**src/rtl/if_fetch_stage_if.sv**
```systemverilog
// rtl/if_fetch_stage_if.sv - instruction memory request/response bus
//
// Purpose: groups the fetch stage's instruction-memory handshake.
// Signals:
//   imem_req   fetch side -> memory  request, held high until imem_ack
//   imem_addr  fetch side -> memory  16-bit fetch address
//   imem_ack   memory -> fetch side  response valid (same cycle or later)
//   imem_rdata memory -> fetch side  16-bit instruction word, valid with ack
// Modports: master = fetch stage, slave = instruction memory.

interface if_fetch_stage_if;
  logic        imem_req;
  logic [15:0] imem_addr;
  logic        imem_ack;
  logic [15:0] imem_rdata;

  modport master (
    output imem_req,
    output imem_addr,
    input  imem_ack,
    input  imem_rdata
  );

  modport slave (
    input  imem_req,
    input  imem_addr,
    output imem_ack,
    output imem_rdata
  );
endinterface

```
**src/rtl/if_fetch_stage.sv**
```systemverilog
// rtl/if_fetch_stage.sv - pipeline instruction fetch stage with IF/ID register
//
// Purpose: fetches 16-bit instructions from a variable-latency memory,
// honours stall/flush/redirect from the hazard unit and fills IF/ID.
// Ports:
//   clk, reset_n        clock, synchronous active-low reset
//   stall               freeze PC and IF/ID
//   flush               squash IF/ID to a NOP bubble
//   pc_src              redirect next fetch to branch_target
//   branch_target[15:0] redirect address
//   imem                instruction memory bus (master side)
//   ifid_out[31:0]      {fetch PC+2, instruction}
//   ifid_valid          IF/ID holds a real instruction
//   pc_out[15:0]        current PC
//   fetch_busy          memory request outstanding without ack

module if_fetch_stage #(
  parameter logic [15:0] RESET_PC  = 16'h0000,
  parameter logic [15:0] NOP_INSTR = 16'h0000
) (
  input  logic                    clk,
  input  logic                    reset_n,
  input  logic                    stall,
  input  logic                    flush,
  input  logic                    pc_src,
  input  logic [15:0]             branch_target,
  if_fetch_stage_if.master        imem,
  output logic [31:0]             ifid_out,
  output logic                    ifid_valid,
  output logic [15:0]             pc_out,
  output logic                    fetch_busy
);

  typedef enum logic [1:0] {
    IDLE  = 2'd0,
    FETCH = 2'd1,
    HOLD  = 2'd2,
    DRAIN = 2'd3
  } state_t;

  state_t      state, state_nx;
  logic [15:0] pc, pc_nx;
  logic [15:0] drain_addr, drain_addr_nx;
  logic [31:0] hold_buf, hold_buf_nx;
  logic [31:0] ifid_nx;
  logic        ifid_valid_nx;
  logic [15:0] pc_plus2;
  logic        req;

  // Wraps modulo 2^16 by width.
  assign pc_plus2 = pc + 16'd2;

  always_ff @(posedge clk) begin
    if (!reset_n) begin
      state      <= IDLE;
      pc         <= RESET_PC;
      drain_addr <= 16'h0000;
      hold_buf   <= 32'h0000_0000;
      ifid_out   <= {16'h0000, NOP_INSTR};
      ifid_valid <= 1'b0;
    end else begin
      state      <= state_nx;
      pc         <= pc_nx;
      drain_addr <= drain_addr_nx;
      hold_buf   <= hold_buf_nx;
      ifid_out   <= ifid_nx;
      ifid_valid <= ifid_valid_nx;
    end
  end

  always_comb begin
    state_nx      = state;
    pc_nx         = pc;
    drain_addr_nx = drain_addr;
    hold_buf_nx   = hold_buf;
    ifid_nx       = ifid_out;
    ifid_valid_nx = ifid_valid;

    case (state)
      IDLE: begin
        state_nx = FETCH;
      end

      FETCH: begin
        if (pc_src) begin
          // Redirect wins over stall; the word in flight is not used.
          pc_nx = branch_target;
          if (!imem.imem_ack) begin
            // Memory still owes us a response for the old address: keep
            // presenting it until the ack arrives, then drop the data.
            state_nx      = DRAIN;
            drain_addr_nx = pc;
          end
        end else if (imem.imem_ack && !stall) begin
          ifid_nx       = {pc_plus2, imem.imem_rdata};
          ifid_valid_nx = 1'b1;
          pc_nx         = pc_plus2;
        end else if (imem.imem_ack) begin
          // Data arrived while ID is frozen; park it until stall drops.
          hold_buf_nx = {pc_plus2, imem.imem_rdata};
          state_nx    = HOLD;
        end else if (!stall) begin
          ifid_nx       = {pc_plus2, NOP_INSTR};
          ifid_valid_nx = 1'b0;
        end
      end

      HOLD: begin
        if (pc_src) begin
          pc_nx    = branch_target;
          state_nx = FETCH;
        end else if (!stall) begin
          ifid_nx       = hold_buf;
          ifid_valid_nx = 1'b1;
          pc_nx         = pc_plus2;
          state_nx      = FETCH;
        end
      end

      DRAIN: begin
        if (pc_src) begin
          pc_nx = branch_target;
        end
        // An ack in the same cycle as a new redirect still retires the old
        // request, so the next fetch goes straight to the newest target.
        if (imem.imem_ack) begin
          state_nx = FETCH;
        end
      end

      default: begin
        state_nx = IDLE;
      end
    endcase

    if (flush) begin
      ifid_nx       = {16'h0000, NOP_INSTR};
      ifid_valid_nx = 1'b0;
    end
  end

  assign req            = (state == FETCH) || (state == DRAIN);
  assign imem.imem_req  = req;
  assign imem.imem_addr = (state == DRAIN) ? drain_addr : pc;
  assign fetch_busy     = req && !imem.imem_ack;
  assign pc_out         = pc;

endmodule
```
**src/flat_wrapper.sv**
```systemverilog
// flat-port wrapper written by rule: the top's interface ports become plain ports
module if_fetch_stage_flat 
#(
  parameter logic [15:0] RESET_PC  = 16'h0000,
  parameter logic [15:0] NOP_INSTR = 16'h0000
)
  (clk, reset_n, stall, flush, pc_src, branch_target, ifid_out, ifid_valid, pc_out, fetch_busy, imem_imem_req, imem_imem_addr, imem_imem_ack, imem_imem_rdata);
  if_fetch_stage_if imem_i ();
  input  logic clk;
  input  logic reset_n;
  input  logic stall;
  input  logic flush;
  input  logic pc_src;
  input  logic [15:0] branch_target;
  output logic [31:0] ifid_out;
  output logic ifid_valid;
  output logic [15:0] pc_out;
  output logic fetch_busy;
  output wire logic [$bits(imem_i.imem_req)-1:0] imem_imem_req;
  output wire logic [$bits(imem_i.imem_addr)-1:0] imem_imem_addr;
  input wire logic [$bits(imem_i.imem_ack)-1:0] imem_imem_ack;
  input wire logic [$bits(imem_i.imem_rdata)-1:0] imem_imem_rdata;
  assign imem_imem_req = imem_i.imem_req;
  assign imem_imem_addr = imem_i.imem_addr;
  assign imem_i.imem_ack = imem_imem_ack;
  assign imem_i.imem_rdata = imem_imem_rdata;
  if_fetch_stage #(.RESET_PC(RESET_PC), .NOP_INSTR(NOP_INSTR)) u_core (.clk(clk), .reset_n(reset_n), .stall(stall), .flush(flush), .pc_src(pc_src), .branch_target(branch_target), .imem(imem_i), .ifid_out(ifid_out), .ifid_valid(ifid_valid), .pc_out(pc_out), .fetch_busy(fetch_busy));
endmodule
```
**config.mk**
```make
export PLATFORM = sky130hd
export DESIGN_NAME = if_fetch_stage_flat
export DESIGN_NICKNAME = d
export VERILOG_FILES = /design/src/rtl/if_fetch_stage_if.sv /design/src/rtl/if_fetch_stage.sv /design/src/flat_wrapper.sv
export SDC_FILE = /design/constraint.sdc
export NUM_CORES = 1
export LEC_CHECK = 0
export ABC_AREA = 1
export BUFFER_PORTS_ARGS = -buffer_cell sky130_fd_sc_hd__buf_4
export CORE_UTILIZATION = 30
export CTS_CLUSTER_SIZE = 28
export DETAILED_ROUTE_END_ITERATION = 8
export MAX_ROUTING_LAYER = met4
export SLEW_MARGIN = 5
export SYNTH_ARGS = -nofsm -noshare
export SYNTH_HDL_FRONTEND = slang
export SYNTH_SLANG_ARGS = --single-unit
```
**constraint.sdc**
```tcl
create_clock -name clk -period 3.3 [get_ports clk]
set_input_delay 0.66 -clock clk [delete_from_list [all_inputs] [get_ports clk]]
set_output_delay 0.66 -clock clk [all_outputs]
set_load 0.02 [all_outputs]
```
==> results of run 1 <==
-- kinds of logic (layout without fill, tap and decap cells) --
| family | count (synthesis) | after routing | share of synthesized area |
|---|---|---|---|
| and+or+nand+nor | 227 | 227 | 0.200 |
| AOI/OAI and AO/OA | 223 | 223 | 0.249 |
| buffers and inverters | 102 | 189 | 0.0939 |
| DFF | 99 | 99 | 0.440 |
| xor gates and xnor gates | 7 | 7 | 0.0136 |
| adders and majority gates | 1 | 1 | 0.00278 |
-- state kept, by name, indices dropped and copies added (netlist names) --
name	cells
u_core.ifid_out	32
u_core.hold_buf	32
u_core.state	2
u_core.pc_out	16
u_core.drain_addr	16
u_core.ifid_valid	1
-- synth_stat cells, types with 2 or more instances --
master                     instances  area share
sky130_fd_sc_hd__inv_2             2      0.0017
sky130_fd_sc_hd__buf_4             4      0.0067
sky130_fd_sc_hd__clkbuf_1         18       0.015
sky130_fd_sc_hd__nand4_1           4      0.0056
sky130_fd_sc_hd__clkinv_1          2      0.0017
sky130_fd_sc_hd__nand3_1          17       0.019
sky130_fd_sc_hd__a31oi_1           4      0.0056
sky130_fd_sc_hd__o21ai_0          85       0.094
sky130_fd_sc_hd__a21oi_1         118        0.13
sky130_fd_sc_hd__inv_1            56       0.047
sky130_fd_sc_hd__buf_2            20       0.022
sky130_fd_sc_hd__dfxtp_1          99        0.44
sky130_fd_sc_hd__o21ai_1          15       0.017
sky130_fd_sc_hd__xor2_1            6       0.012
sky130_fd_sc_hd__nand2_1         149        0.12
sky130_fd_sc_hd__nor2_1           54       0.045
-- metrics by stage --
stage	power (µW)	hold WS [ns]
6_report	2820	0.456
5_1_grt	2960	0.471
4_1_cts	2850	0.457
3_5_place_dp	1850	0.447
3_3_place_gp	1850	0.437
2_1_floorplan	1640	0.424
-- where the power goes --
part	internal [µW]	total (µW)	switching (µW)
sequential	1250	1300	49.5
clock	535	1000	469
combinational	186	521	334
-- layer usage --
metal,vias up,part of all wire,track usage
met1,2021,0.50,0.251
met4,0,0.011,0.0411
li1,2314,-,-
met3,12,0.060,0.0387
met2,145,0.43,0.248
met5,-,0,-
-- cells in the final DEF, fill, tap and decap left out, drive strengths merged --
| cell | instances |
|---|---|
| clkbuf | 11 |
| o21ai | 100 |
| a21oi | 118 |
| ha | 1 |
| clkinv | 4 |
| nand4 | 4 |
| xnor2 | 1 |
| nor2 | 54 |
| buf | 113 |
| nand3 | 18 |
| o211ai | 1 |
| nand2 | 149 |
| xor2 | 6 |
| inv | 59 |
| a31oi | 4 |
| clkinvlp | 2 |
| nor3 | 2 |
| dfxtp | 99 |
-- layout make-up --
type	instances	area share
clock inverter	5	0.00662
sequential	99	0.350
inverter	60	0.0397
clock buffer	11	0.0428
timing repair buffer	113	0.150
tap	184	0.0406
multi-input combinational	458	0.371
-- final timing paths --
path	to	startpoint
setup reg to reg	u_core.pc_out[2]$_SDFFE_PN0P_	u_core.state[0]$_SDFFE_PN0P_
setup / recovery	imem_imem_addr[14]	u_core.state[0]$_SDFFE_PN0P_
hold / removal	u_core.hold_buf[3]$_SDFFE_PN0P_	u_core.hold_buf[3]$_SDFFE_PN0P_
hold reg to reg	u_core.hold_buf[3]$_SDFFE_PN0P_	u_core.hold_buf[3]$_SDFFE_PN0P_
-- worst max-delay path, stage by stage (launching register included) --
cell                      delay [ns]
sky130_fd_sc_hd__dfxtp_1        0.44
sky130_fd_sc_hd__nand2_1        0.15
sky130_fd_sc_hd__inv_1          0.62
sky130_fd_sc_hd__o21ai_0        0.25
sky130_fd_sc_hd__buf_4          0.22
==> results.txt, run 1 <==
----------------------------------------------------
[STA]
  Clock period minus worst slack ... between 2 and 3 ns
  Final setup slack of the worst path ... ~0.62 ns
  Setup TNS after final layout ... 0 ns
  Final period util ... 0.812
  Worst slew margin ... 0.466
  Number of pins with negative max-slew slack in the final report ... 0
  Hold Vio Cnt, Final ... 0
  Peak clock frequency supported by timing ... around 370 MHz
  RSZ-0062 raised after global routing ... false
  Final setup skew ... 0.00874 ns
  # setup viols final ... 0
  Measured slew at the worst slew-check pin ... 0.801 ns

[Final layout]
  Number of inserted filler cells in the final layout ... about 1,600
  Utilization after layout ... 0.389
  Fraction of final layout cells with drive strength greater than 1 ... 0.178
  Sequential cell area in the final layout ... roughly 2000 µm²
  Diode count ... 0
  Footprint of the multi-input gates ... ~2100 µm²
  Final Non-Filler Cells ... 930
  Post-synthesis to final-layout area growth ... 25.8%
  Final Cell Area ... between 5000 and 6000 µm²
  Post-layout nets ... 780

[Detailed routing]
  Post-detailed-route via-to-cell ratio ... 4.83
  Remaining number of nets flagged by the antenna check after routing ... 0
  Wire length per cell after detailed routing ... between 10 and 15 µm
  Post-detailed-route DRC marker count ... 0
  Number of detailed-route iterations in the first pass ... 5
  Number of vias after detailed routing ... ~4,500
  Routed wire length ... about 13 mm
  Initial detailed-routing violation count ... 416

[Power and ir drop]
  Largest voltage drop on the vdd net ... 0.246 mV
  Total leakage power ... 0.00243 µW
  Power per standard cell area ... roughly 500 nW/µm²

[Critical path]
  Depth of the most critical reg-to-reg path ... 7
  Kind of launch point of the worst setup path ... flop
  Maximum fanout count along the critical path ... 32
  Register-to-register setup slack ... approximately 1.1 ns
  CP Data Arrival Time ... slightly above 2 ns
  Critical path data required time ... 2.64 ns
  Critical path class ... reg2out
  Critical Path End Type ... output pin

[Hold path]
  Number of stages on the worst hold path ... 2
  Hold crit path type ... reg2reg

[CTS]
  Number of sinks driven by the clock tree ... a little under 100
  H-tree level count ... 3
  Maximum buffer depth of the clock tree ... 2
  Resized cells post-CTS ... 0
  Root cell of the clock tree ... sky130_fd_sc_hd__clkbuf_16
  Number of buffers inserted during clock tree synthesis ... 9
  CTS Hold Bufs ... 0
  Clock Latency Late Sink ... around 0.34 ns
  Post-CTS setup buffer count ... 0
  Clock tree from TritonCTS ... done
  Clock edge transition at the registers on the reported setup and hold paths ... 0.07 ns

[Placed design]
  RePlAce Congestion ... 0.885
  Worst setup slack after placement ... between 0.8 and 0.9 ns
  Number of buffers inserted by port buffering ... ~100
  Post-DP HPWL ... 8.98 mm
  Dpl cell area ... around 5400 µm²
  Cell count after placement ... 914

[Floorplan]
  Overall die area ... 15,500 µm²
  Chip width ... 125 µm
  Row count ... 44
  Die Y ... between 100 and 150 µm
  Core box area ... about 15,000 µm²
  Starting density of the core ... 0.309
  Number of primary I/O pins ... between 100 and 150

[Yosys]
  Avg Synthesized Cell Area ... between 6 and 7 µm²
  Prevailing post-synth register cell ... sky130_fd_sc_hd__dfxtp_1
  Total nets after synthesis ... between 600 and 700
  Instance count of the mapped netlist ... between 600 and 700
  Post-synth EDFFs ... 0
  Number of synthesized register bits ... 99
  Number of unique standard cell types used by synthesis ... 22
  Fraction of the yosys area taken by sequential cells ... 0.440
  Summed instance area of the synthesized netlist ... about 4500 µm²
  Asr flop ratio synth ... 0
  Synthesis warning total ... 0

[Global routing]
  Maximum number of pins on one net before global-route repair ... between 50 and 60
  First-pass GRT wire length ... around 21 mm
  Aggregate global-route resource usage ... 0.175
  Initial antenna violation count ... 0
  Vias in the first global route ... 4,039
  Leftover overflow at the end of global routing ... 0

[Status]
  Run status ... finished, final reports clean

[Job]
  Max-cap violations ... 0

----------------------------------------------------
Power figures use the tool's default switching activity.
==> run 2, diff against run 1 <==
- clock period: 3.3 -> 2.2 ns (I/O delays scaled with it)
==> run 2 against run 1 <==
First-iteration DRC count down 27%. Critical endpoint unchanged. Largest cell class unchanged. Clock skew increased by 0.0012 ns. Cell count is 0.65% higher. Via count increased by 0.93%.
==> results.txt, run 2 (same netlist as run 1, synthesis figures left out) <==
----------------------------------------------------
[Status]
  Run status ... finished, final reports clean

[Hold path]
  Worst hold start ... branch_target[0]
  WHS Endpoint ... u_core.pc_out[0]$_SDFFE_PN0P_
  Hold crit path type ... in2reg
  Number of stages on the worst hold path ... 3

[CTS]
  H-tree level count ... 3
  Clock edge transition at the registers on the reported setup and hold paths ... approximately 0.07 ns
  Clock tree from TritonCTS ... done
  Number of sinks driven by the clock tree ... between 90 and 100
  Clock Latency Late Sink ... around 0.35 ns
  Maximum buffer depth of the clock tree ... 2
  Number of buffers inserted during clock tree synthesis ... 9
  Root cell of the clock tree ... sky130_fd_sc_hd__clkbuf_16

[Floorplan]
  Chip width ... 125 µm
  Core box area ... about 15,000 µm²
  Die Y ... around 120 µm
  Overall die area ... between 15,000 and 20,000 µm²
  Starting density of the core ... 0.309
  Number of primary I/O pins ... about 110
  Row count ... 44

[Power and ir drop]
  Cell-internal power ... 2950 µW
  Clock power share ... 0.354
  Sequential Power Share ... 0.457
  Largest voltage drop on the vdd net ... roughly 0.40 mV
  Combinational cell fraction of total power ... 0.189
  Sw Ratio ... 0.307
  Power per standard cell area ... ~740 nW/µm²
  Total Power ... ~4300 µW
  Total leakage power ... about 0.0025 µW
  Net Sw Power ... 1310 µW

[Critical path]
  CP Data Arrival Time ... roughly 1.5 ns
  Critical path data required time ... between 1.5 and 2 ns
  Critical path class ... reg2out
  Source of the worst register-to-register timing path ... u_core.pc_out[1]$_SDFFE_PN0P_
  Kind of launch point of the worst setup path ... flop
  Depth of the most critical reg-to-reg path ... 7
  Destination of the worst register-to-register timing path ... u_core.ifid_out[27]$_SDFFE_PP0P_
  Critical Path End Type ... output pin
  Register-to-register setup slack ... 0.41 ns
  Maximum fanout count along the critical path ... 32

[Final layout]
  Post-layout nets ... between 700 and 800
  Fraction of final layout cells with drive strength greater than 1 ... 0.186
  Final Cell Area ... between 5000 and 6000 µm²
  Diode count ... 0
  Post-synthesis to final-layout area growth ... 27.4%
  Most frequent standard cell in the layout excluding fill and tap cells ... sky130_fd_sc_hd__nand2_1
  Number of inserted filler cells in the final layout ... around 1,600
  Largest registers ranked by flip-flop count ... u_core.hold_buf x32, u_core.ifid_out x32
  Top library cells by usage in the layout, fill and taps aside ... 149 x sky130_fd_sc_hd__nand2_1, 118 x sky130_fd_sc_hd__a21oi_1, 116 x sky130_fd_sc_hd__buf_4

[STA]
  Measured slew at the worst slew-check pin ... 0.548 ns
  Setup TNS after final layout ... 0 ns
  # setup viols final ... 0
  Worst slew margin ... 0.634
  Peak clock frequency supported by timing ... 510 MHz
  Final setup slack of the worst path ... 0.239 ns
  Number of pins with negative max-slew slack in the final report ... 0
  Clock period minus worst slack ... between 1.5 and 2 ns
  Hold Vio Cnt, Final ... 0
  Minimum hold slack ... 0.321 ns
  Final period util ... 0.892
  Final setup skew ... 0.00996 ns
  RSZ-0062 raised after global routing ... false

[Global routing]
  Maximum number of pins on one net before global-route repair ... 45
  First-pass GRT wire length ... between 20 and 25 mm
  Vias in the first global route ... roughly 4,100
  Initial antenna violation count ... 0
  Leftover overflow at the end of global routing ... 0
  Aggregate global-route resource usage ... 0.177

[Placed design]
  Dpl cell area ... about 5500 µm²
  Post-DP HPWL ... 9.13 mm
  Number of buffers inserted by port buffering ... 104
  RePlAce Congestion ... approximately 0.84
  Worst setup slack after placement ... roughly 0.41 ns

[Detailed routing]
  Post-detailed-route DRC marker count ... 0
  Wire length per cell after detailed routing ... between 10 and 15 µm
  Post-detailed-route via-to-cell ratio ... 4.84
  Number of vias after detailed routing ... roughly 4,500
  Remaining number of nets flagged by the antenna check after routing ... 0
  Initial detailed-routing violation count ... 303
  Number of detailed-route iterations in the first pass ... 5
  Routed wire length ... roughly 13 mm

[Job]
  Max-cap violations ... 0

----------------------------------------------------
-- run 2: final cells by class --
| cell class | count | area (µm²) | area share |
|---|---|---|---|
| multi-input combinational | 458 | 2100 | 0.366 |
| sequential | 99 | 1980 | 0.346 |
| timing repair buffer | 119 | 922 | 0.161 |
| tap | 184 | 230 | 0.0401 |
| clock buffer | 10 | 229 | 0.0399 |
| inverter | 60 | 225 | 0.0392 |
| clock inverter | 6 | 46.3 | 0.00807 |
-- run 2: timing repair --
item	4_1_cts	5_1_grt
setup buffers	0	0
resized for setup	0	2
hold buffers	0	0
endpoints found under the setup margin	0	15
-- run 2: power groups by stage --
| stage | registers [µW] | clock network [µW] | logic [µW] |
|---|---|---|---|
| after floorplan | 2020 | 0 | 432 |
| after global placement | 1990 | 0 | 799 |
| after detailed placement | 1990 | 0 | 803 |
| after CTS | 1950 | 1540 | 807 |
| after global routing | 1960 | 1600 | 893 |
| final | 1950 | 1510 | 804 |
-- run 2: how the worst max path moves through the flow --
stage	slack [ns]	cells past startpoint	startpoint	endpoint
after floorplan	0.58	4	u_core.state[0]$_SDFFE_PN0P_	imem_imem_addr[15]
after global placement	0.45	6	u_core.state[0]$_SDFFE_PN0P_	imem_imem_addr[14]
after detailed placement	0.41	5	reset_n	u_core.ifid_out[16]$_SDFFE_PP0P_
after CTS	0.09	6	u_core.state[0]$_SDFFE_PN0P_	imem_imem_addr[4]
after global routing	0.06	6	u_core.state[1]$_SDFFE_PN0P_	imem_imem_addr[4]
final	0.24	6	u_core.state[0]$_SDFFE_PN0P_	imem_imem_addr[14]
-- run 2: worst max-delay path: stages, from the launching register on --
cell and delay, ns:
sky130_fd_sc_hd__dfxtp_2 0.38, sky130_fd_sc_hd__nand2_1 0.12, sky130_fd_sc_hd__inv_1 0.08, sky130_fd_sc_hd__buf_6 0.21, sky130_fd_sc_hd__nand2_1 0.06, sky130_fd_sc_hd__o21ai_0 0.11, sky130_fd_sc_hd__buf_4 0.19
-- run 2: stage by stage --
stage                     instances   util
after floorplan                 659      -
after global placement          920  0.374
after detailed placement        920  0.374
after CTS                       936  0.393
after global routing            936  0.393
final                           936  0.393
-- run 2: layer usage --
layer	part of all wire	global-route usage	vias up
met4	0.0092	0.0489	0
li1	-	-	2329
met3	0.058	0.0369	8
met2	0.43	0.255	134
met1	0.51	0.248	2063
met5	0	-	-
